[src/rtl/systolic_skew_feeder_if.sv]
// Handshake and data bundle between the operand source, the skew feeder and the array edge.
// slave = feeder side, master = source/sink side.
interface systolic_skew_feeder_if #(
    parameter int DATA_WIDTH = 8,
    parameter int LENGTH     = 4,
    parameter int CNT_WIDTH  = 8
);
    logic                                  start;
    logic [CNT_WIDTH-1:0]                  num_vec;
    logic                                  in_valid;
    logic                                  in_ready;
    logic [0:LENGTH-1][DATA_WIDTH-1:0]     data_in;
    logic                                  busy;
    logic                                  done;
    logic [LENGTH-1:0]                     out_valid;
    logic [0:LENGTH-1][DATA_WIDTH-1:0]     data_out;

    modport slave (
        input  start, num_vec, in_valid, data_in,
        output in_ready, busy, done, out_valid, data_out
    );

    modport master (
        output start, num_vec, in_valid, data_in,
        input  in_ready, busy, done, out_valid, data_out
    );
endinterface

[src/rtl/systolic_skew_feeder.sv]
// Diagonal skew feeder: lane i of each accepted vector appears i cycles after lane 0.
// Optional macro FEEDER_ZERO_GATE_EN forces invalid output lanes to zero.
module systolic_skew_feeder #(
    parameter int DATA_WIDTH = 8,
    parameter int LENGTH     = 4,
    parameter int CNT_WIDTH  = 8
) (
    input  logic                   clk,
    input  logic                   reset_n,
    systolic_skew_feeder_if.slave  bus
);
    localparam int                   DRN_W     = (LENGTH > 2) ? $clog2(LENGTH - 1) : 1;
    localparam logic [DRN_W-1:0]     DRN_LAST  = DRN_W'((LENGTH > 1) ? LENGTH - 2 : 0);
    localparam logic [DRN_W-1:0]     DRN_ONE   = DRN_W'(1);
    localparam logic [CNT_WIDTH-1:0] CNT_ONE   = CNT_WIDTH'(1);

    typedef enum logic [1:0] {
        S_IDLE,
        S_FEED,
        S_DRAIN
    } state_t;

    state_t                 state_q;
    logic [CNT_WIDTH-1:0]   cnt_q;
    logic [CNT_WIDTH-1:0]   num_vec_q;
    logic [DRN_W-1:0]       drn_q;
    logic                   in_ready_q;
    logic                   busy_q;
    logic                   done_q;

    logic                   accept;
    logic                   last_vec;

    logic [LENGTH-1:0]                 lane_vld;
    logic [0:LENGTH-1][DATA_WIDTH-1:0] lane_dat;

    // in_ready is a register, so accept has no combinational path back to in_valid.
    assign accept   = bus.in_valid && in_ready_q;
    assign last_vec = (cnt_q == (num_vec_q - CNT_ONE));

    always_ff @(posedge clk or negedge reset_n) begin
        if (!reset_n) begin
            state_q    <= S_IDLE;
            cnt_q      <= '0;
            num_vec_q  <= '0;
            drn_q      <= '0;
            in_ready_q <= 1'b0;
            busy_q     <= 1'b0;
            done_q     <= 1'b0;
        end else begin
            done_q <= 1'b0;
            case (state_q)
                S_IDLE: begin
                    if (bus.start && (bus.num_vec != '0)) begin
                        state_q    <= S_FEED;
                        num_vec_q  <= bus.num_vec;
                        cnt_q      <= '0;
                        in_ready_q <= 1'b1;
                        busy_q     <= 1'b1;
                    end
                end
                S_FEED: begin
                    if (accept) begin
                        cnt_q <= cnt_q + CNT_ONE;
                        if (last_vec) begin
                            in_ready_q <= 1'b0;
                            if (LENGTH == 1) begin
                                state_q <= S_IDLE;
                                busy_q  <= 1'b0;
                                done_q  <= 1'b1;
                            end else begin
                                state_q <= S_DRAIN;
                                drn_q   <= '0;
                            end
                        end
                    end
                end
                S_DRAIN: begin
                    // Last drain edge is exactly when the final element lands on lane LENGTH-1.
                    if (drn_q == DRN_LAST) begin
                        state_q <= S_IDLE;
                        busy_q  <= 1'b0;
                        done_q  <= 1'b1;
                    end else begin
                        drn_q <= drn_q + DRN_ONE;
                    end
                end
                default: begin
                    state_q    <= S_IDLE;
                    in_ready_q <= 1'b0;
                    busy_q     <= 1'b0;
                end
            endcase
        end
    end

    for (genvar i = 0; i < LENGTH; i++) begin : g_lane
        logic [DATA_WIDTH-1:0] dat_q [0:i];
        logic [i:0]            vld_q;

        // Data shifts every cycle; the valid bit travels with it so bubbles stay diagonal.
        always_ff @(posedge clk or negedge reset_n) begin
            if (!reset_n) begin
                for (int k = 0; k <= i; k++) begin
                    dat_q[k] <= '0;
                end
                vld_q <= '0;
            end else begin
                dat_q[0] <= bus.data_in[i];
                vld_q[0] <= accept;
                for (int k = 1; k <= i; k++) begin
                    dat_q[k] <= dat_q[k-1];
                    vld_q[k] <= vld_q[k-1];
                end
            end
        end

        assign lane_vld[i] = vld_q[i];
`ifdef FEEDER_ZERO_GATE_EN
        assign lane_dat[i] = vld_q[i] ? dat_q[i] : '0;
`else
        assign lane_dat[i] = dat_q[i];
`endif
    end

    assign bus.in_ready  = in_ready_q;
    assign bus.busy      = busy_q;
    assign bus.done      = done_q;
    assign bus.out_valid = lane_vld;
    assign bus.data_out  = lane_dat;

endmodule
[src/flat_wrapper.sv]
// flat-port wrapper written by rule: the top's interface ports become plain ports
module systolic_skew_feeder_flat 
#(
    parameter int DATA_WIDTH = 8,
    parameter int LENGTH     = 4,
    parameter int CNT_WIDTH  = 8
)
  (clk, reset_n, bus_start, bus_num_vec, bus_in_valid, bus_data_in, bus_in_ready, bus_busy, bus_done, bus_out_valid, bus_data_out);
  systolic_skew_feeder_if #(.DATA_WIDTH(DATA_WIDTH), .LENGTH(LENGTH), .CNT_WIDTH(CNT_WIDTH)) bus_i ();
  input  logic clk;
  input  logic reset_n;
  input wire logic [$bits(bus_i.start)-1:0] bus_start;
  input wire logic [$bits(bus_i.num_vec)-1:0] bus_num_vec;
  input wire logic [$bits(bus_i.in_valid)-1:0] bus_in_valid;
  input wire logic [$bits(bus_i.data_in)-1:0] bus_data_in;
  output wire logic [$bits(bus_i.in_ready)-1:0] bus_in_ready;
  output wire logic [$bits(bus_i.busy)-1:0] bus_busy;
  output wire logic [$bits(bus_i.done)-1:0] bus_done;
  output wire logic [$bits(bus_i.out_valid)-1:0] bus_out_valid;
  output wire logic [$bits(bus_i.data_out)-1:0] bus_data_out;
  assign bus_i.start = bus_start;
  assign bus_i.num_vec = bus_num_vec;
  assign bus_i.in_valid = bus_in_valid;
  assign bus_i.data_in = bus_data_in;
  assign bus_in_ready = bus_i.in_ready;
  assign bus_busy = bus_i.busy;
  assign bus_done = bus_i.done;
  assign bus_out_valid = bus_i.out_valid;
  assign bus_data_out = bus_i.data_out;
  systolic_skew_feeder #(.DATA_WIDTH(DATA_WIDTH), .LENGTH(LENGTH), .CNT_WIDTH(CNT_WIDTH)) u_core (.clk(clk), .reset_n(reset_n), .bus(bus_i));
endmodule
[config.mk]
export PLATFORM = sky130hd
export DESIGN_NAME = systolic_skew_feeder_flat
export DESIGN_NICKNAME = d
export VERILOG_FILES = /design/src/rtl/systolic_skew_feeder_if.sv /design/src/rtl/systolic_skew_feeder.sv /design/src/flat_wrapper.sv
export SDC_FILE = /design/constraint.sdc
export NUM_CORES = 1
export LEC_CHECK = 0
export CAP_MARGIN = 20
export CORE_MARGIN = 5
export CORE_UTILIZATION = 53
export CTS_CLUSTER_SIZE = 12
export DETAILED_ROUTE_END_ITERATION = 12
export PLACE_DENSITY = 0.84
export SETUP_SLACK_MARGIN = 0.05
export SLEW_MARGIN = 20
export SYNTH_ARGS = -nofsm -noshare
export SYNTH_HDL_FRONTEND = slang
export SYNTH_SLANG_ARGS = --single-unit
[constraint.sdc]
create_clock -name clk -period 3.3 [get_ports clk]
set_input_delay 0.99 -clock clk [delete_from_list [all_inputs] [get_ports clk]]
set_output_delay 0.99 -clock clk [all_outputs]
set_load 0.1 [all_outputs]
Yosys cells after proc, flatten, opt, wreduce, memory -nomap -nowiden
Index checks and enable logic that the tools add are counted.

Register bits after elaboration: 113. Input port bits: 44. Output and inout bits: 39. Logic and storage cells: 67.

Add/subtract/negate cells: 3. Equal/unequal tests: 9. Mux-type cells: 20. Bitwise logic cells: 2. Reduce and logical (&&, ||, !) cells: 12.

Operator list (count): 2-to-1 mux 8 bit (2); one-hot mux 8 bit (2 select lines) (1); 2-to-1 mux 2 bit (7); AND reduction 4 bit (3); adder 8 x 1 -> 8 bit (second input constant) (1); == test 8 bit (1); != test 2 x 1 -> 1 bit (second input constant) (4); nonzero test 8 bit (1); subtractor 8 x 1 -> 8 bit (second input constant) (1); 2-to-1 mux 1 bit (6); one-hot mux 1 bit (3 select lines) (2); one-hot mux 2 bit (3 select lines) (1); AND reduction 3 bit (2); == test 2 bit (second input constant) (2); one-hot mux 2 bit (2 select lines) (1); nonzero test 2 bit (2); adder 2 x 1 -> 2 bit (second input constant) (1); == test 2 x 1 -> 1 bit (second input constant) (1); logical AND 1 bit (2); zero test 2 bit (1); != test 2 bit (second input constant) (1); inverter 1 bit (2); AND reduction 2 bit (1).

Longest topological paths before layout
Depth after elaboration: 5. Mapped depth: 8. Gate-level depth less buffers: 8.

Worst setup path before layout
OpenSTA, ideal clock, no wires.

Path type: register to register. Start point: register u_core.in_ready_q, in the netlist u_core.bus.in_ready. End point: register u_core.cnt_q[7]. Library setup time: 0.073 ns. Arrival time: 2.034 ns. Required time: 3.227 ns. Path slack: 1.193 ns. Stages on the path, launching flop included: 6. Buffers on the path: 0. Clock period less this slack: 2.107 ns. Path through: dfrtp_1 > nand2_2 > nor3_4 > nand4_2 > or3_1 > a21oi_2.

Word-level cells in the longest chain between the ends: 3.

Ends and longest elaborated chain: from (decl) (RTL line systolic_skew_feeder.sv:27) `logic in_ready_q;`; from (signal assigned) (RTL line systolic_skew_feeder.sv:47) `in_ready_q <= 1'b0;`; from (signal assigned) (RTL line systolic_skew_feeder.sv:58) `in_ready_q <= 1'b1;`; from (signal assigned) (RTL line systolic_skew_feeder.sv:66) `in_ready_q <= 1'b0;`; logical AND 1 bit (RTL line systolic_skew_feeder.sv:38) `assign accept = bus.in_valid && in_ready_q;`; != test 2 x 1 -> 1 bit (no line); AND reduction 3 bit (no line); to (signal assigned) (RTL line systolic_skew_feeder.sv:64) `cnt_q <= cnt_q + CNT_ONE;`; to (decl) (RTL line systolic_skew_feeder.sv:24) `logic [CNT_WIDTH-1:0] cnt_q;`.

Every way passes these cells. A chain may end at the register's enable or synchronous reset.

Final worst setup path
Start point: input port bus_num_vec[5]. End point: register u_core.num_vec_q[4].

Word-level cells in the longest chain between the ends: 3.

Ends and longest elaborated chain: from (decl) (RTL line flat_wrapper.sv:13) `input wire logic [$bits(bus_i.num_vec)-1:0] bus_num_vec;`; nonzero test 8 bit (RTL line systolic_skew_feeder.sv:54) `if (bus.start && (bus.num_vec != '0)) begin`; logical AND 1 bit (RTL line systolic_skew_feeder.sv:54); AND reduction 2 bit (no line); to (signal assigned) (RTL line systolic_skew_feeder.sv:56) `num_vec_q <= bus.num_vec;`; to (decl) (RTL line systolic_skew_feeder.sv:25) `logic [CNT_WIDTH-1:0] num_vec_q;`.

Every way passes these cells.

==> impl_metrics.json <==
{
  "outcome": "complete, no violations",
  "timing_max_transition_violations_final": 0,
  "worst_setup_path_end_kind": "flop",
  "final.setup.tns_ps": 0,
  "p_sw_share_pct": 34.44,
  "cts_repair_resize_count": 0,
  "dieHeight_um": 91.87,
  "dpl.cell_count": 368,
  "insertedDiodeCount": 0,
  "clkSlewWorstSetupHoldPaths_ps": 90,
  "placeableCoreArea_um2": 6422,
  "layout.filler_cells": 449,
  "clkSinkCount": 107,
  "share_of_yosys_cell_area_claimed_by_the_top_area_cell_type_pct": 75.38,
  "initialDrtViolationCount": 30,
  "power_report.internal_total_mw": 2.064,
  "synth_seq_area_share_pct": 75.38,
  "preCtsSetupSlack_ps": 399.1,
  "slowest_delay_ps": 430,
  "first_global_vias": 1923,
  "die_area_um2": 8439,
  "timing.clock.skew_ps": 6.504,
  "min_path_type": "flop to flop",
  "clkPwrFrac_pct": 22.4,
  "numCtsBuffers": 9,
  "routed_wirelength_mm": 5.548,
  "final.period_utilization_pct": 76.95,
  "synth_top_area_cell": "sky130_fd_sc_hd__dfrtp_1",
  "placementRows": 29,
  "logic_pwr_share_pct": 26.8,
  "synthesized_nets": 282,
  "globalRouteOverflowTotal": 0,
  "design_power_total_mw": 3.148,
  "initial_utilization_pct": 55.31,
  "final-hold-violation-count": 0,
  "globalRouteTotalUtil_pct": 14.11,
  "drv.max_cap_violation_count": 0,
  "wire_length_of_the_first_global_routing_pass_mm": 9.211,
  "synth.avg_cell_area_um2": 15.12,
  "tritoncts_clock_tree": "done",
  "critical-path-slowest-cell": "sky130_fd_sc_hd__clkdlybuf4s50_1",
  "ctsHtreeMaxLevel": 3,
  "register_area_um2": 2678,
  "route.detailed.wl_per_inst_um": 14.45,
  "power.switching_mw": 1.084,
  "mostFrequentLayoutCells": "sky130_fd_sc_hd__dfrtp_1 (107), sky130_fd_sc_hd__clkdlybuf4s50_1 (42), sky130_fd_sc_hd__buf_4 (40)",
  "layout-area-overhead-vs-synth_pct": 22.97,
  "grt_start_max_net_pins": 63,
  "power.static_leakage_nw": 1.984,
  "cellPowerDensity_nw_per_um2": 720.6,
  "timing.max_slew.rel_slack_pct": 55.24,
  "placement.io_buffers": 82,
  "critPathRequiredTime_ps": 3530,
  "finalNonFillerCells": 384,
  "post_dp_cell_area_um2": 4189,
  "fp.dieW_um": 91.87,
  "critical_path_arrival_ps": 2770,
  "sort_of_element_at_the_start_of_the_critical_path": "input pin",
  "stdcell_area_um2": 4368,
  "setup_viol": 0,
  "crit_type": "input pin to flop",
  "io_pins": 83,
  "seq_cells_post_synth": 107,
  "dp.final_hpwl_mm": 4.058,
  "drc": 0,
  "cts_setup_buffers": 0,
  "rsz0062_at_grt": "false",
  "first_pass_iters": 4,
  "ir_worst_vdd_mv": 0.4256,
  "antenna_left": 0,
  "tightest_slew_ps": 671.4,
  "timing.critical_path.cells": "clkdlybuf4s50_1 -> nor4_1 -> a21oi_1 -> and2_1 -> mux2_1",
  "final_nets": 349,
  "syn_inst": 235,
  "max-clock-path-buffers": 2,
  "final.min_clock_period_ps": 2539,
  "layout.cells.most_common": "sky130_fd_sc_hd__dfrtp_1",
  "holdBufCountCts": 0,
  "share_of_final_layout_standard_cells_stronger_than_drive_strength_1_pct": 21.82,
  "area_of_the_multi_input_gates_um2": 644.4,
  "mappedNetlistArea_um2": 3552,
  "finalWorstSetupSlack_ps": 760.6,
  "dr_total_vias": 1887,
  "clkLatencyLatePin_ps": 340,
  "p_seq_share_pct": 50.7,
  "cts.root.buffer_cell": "sky130_fd_sc_hd__clkbuf_8",
  "synth.lib_cells_used.distinct": 36,
  "antenna_found_initial": 0,
  "largest_driver_fanout_on_the_critical_path": 19,
  "post_synth_main_area_contributors": "sky130_fd_sc_hd__dfrtp_1 (75%), sky130_fd_sc_hd__buf_4 (5.5%), sky130_fd_sc_hd__xnor2_1 (2.7%)",
  "via_cell_ratio": 4.914,
  "ys_warn_count": 0,
  "fmaxAchievable_mhz": 393.8,
  "gp_congestion": 0.7869
}
-- per-layer routing --
metal	track usage (%)	part of all wire, %	up-vias
met2	23.78	50	65
met4	5.569	1.3	0
met1	17.40	42	932
li1	-	-	882
met5	0	0	-
met3	3.846	6.2	8
-- metrics by stage --
stage	utilization (%)	hold WS, ps
CTS	68.01	345.2
global placement	65.23	331.6
global route	68.01	349.3
floorplan	-	331.2
finish	68.01	346.6
detailed placement	65.23	334.7
-- critical path, delay by kind of cell --
family	cells	cell delay (ps)
AOI/OAI and AO/OA	1	150
buffers and inverters	1	430
muxes	1	420
and+or+nand+nor	2	770
-- cell type report --
class | count | area share (%)
inverters | 8 | 0.6875
well taps | 77 | 2.206
flip-flops and latches | 107 | 61.30
multi-input cells | 93 | 14.75
clock buffers | 11 | 3.237
clock inverters | 5 | 0.8594
repair buffers | 83 | 16.96
-- kinds of logic (layout without fill, tap and decap cells) --
family	count (synthesis)	after routing	share of synthesized area, %
AO/OA/AOI/OAI	22	22	3.804
AND/OR/NAND/NOR	46	46	7.432
buffers and inverters	35	107	6.481
adder cells (fa/ha/maj)	3	3	1.057
multiplexers	6	6	1.902
XOR/XNOR	16	16	3.945
flip-flops	107	107	75.38
-- path summary, 6_finish.rpt --
| path | start | end | slack, ps | depth (start not counted) |
|---|---|---|---|---|
| setup / recovery | bus_num_vec[5] | u_core.num_vec_q[4] | 760 | 5 |
| hold / removal | u_core.g_lane[2].dat_q[14] | u_core.bus.data_out[14] | 350 | 0 |
| setup reg to reg | u_core.num_vec_q[0] | u_core.drn_q[1] | 1170 | 8 |
| hold reg to reg | u_core.g_lane[2].dat_q[14] | u_core.bus.data_out[14] | 350 | 0 |
| max in group asynchronous | reset_n | u_core.g_lane[0].dat_q[7] | 1960 | 2 |
| min in group asynchronous | reset_n | u_core.bus.data_out[20] | 630 | 1 |
-- state kept, by name, indices dropped and copies added, names as in the netlist --
| signal | count |
|---|---|
| u_core.g_lane.dat_q | 56 |
| u_core.cnt_q | 8 |
| u_core.num_vec_q | 8 |
| u_core.bus.data_out | 24 |
| u_core.g_lane.vld_q | 4 |
| u_core.bus.done | 1 |
| u_core.drn_q | 2 |
| u_core.state_q | 2 |
| u_core.bus.in_ready | 1 |
| u_core.bus.busy | 1 |
-- synth_stat cells --
cell type,n
sky130_fd_sc_hd__dfrtp_1,107
sky130_fd_sc_hd__buf_4,26
sky130_fd_sc_hd__xnor2_1,11
sky130_fd_sc_hd__nand2_1,10
sky130_fd_sc_hd__nor2_1,9
sky130_fd_sc_hd__o21ai_0,8
sky130_fd_sc_hd__inv_1,7
sky130_fd_sc_hd__xor2_1,5
sky130_fd_sc_hd__mux2_2,4
sky130_fd_sc_hd__nand2b_1,4
sky130_fd_sc_hd__nand4_1,4
sky130_fd_sc_hd__a21oi_1,3
sky130_fd_sc_hd__ha_1,3
sky130_fd_sc_hd__nor4_1,3
sky130_fd_sc_hd__o21ai_1,3
sky130_fd_sc_hd__a21oi_2,2
sky130_fd_sc_hd__a221oi_1,2
sky130_fd_sc_hd__and2_1,2
sky130_fd_sc_hd__and3_1,2
sky130_fd_sc_hd__mux2_1,2
sky130_fd_sc_hd__nor3_1,2
sky130_fd_sc_hd__or3_1,2
sky130_fd_sc_hd__a21o_1,1
sky130_fd_sc_hd__a41oi_1,1
sky130_fd_sc_hd__and4b_1,1
sky130_fd_sc_hd__buf_2,1
sky130_fd_sc_hd__inv_2,1
sky130_fd_sc_hd__nand2_2,1
sky130_fd_sc_hd__nand3_1,1
sky130_fd_sc_hd__nand3b_1,1
sky130_fd_sc_hd__nand4_2,1
sky130_fd_sc_hd__nor2b_1,1
sky130_fd_sc_hd__nor3_4,1
sky130_fd_sc_hd__nor4_2,1
sky130_fd_sc_hd__o21bai_1,1
sky130_fd_sc_hd__o22ai_1,1
-- power groups by stage --
stage,Combinational [mW],Sequential (mW),Clock (mW)
after floorplan,0.527,1.72,0
after global placement,0.820,1.61,0
after detailed placement,0.847,1.62,0
after CTS,0.852,1.59,0.726
after global routing,0.905,1.62,0.784
final,0.845,1.60,0.707
No activity file was read; power rests on OpenSTA's default activity.
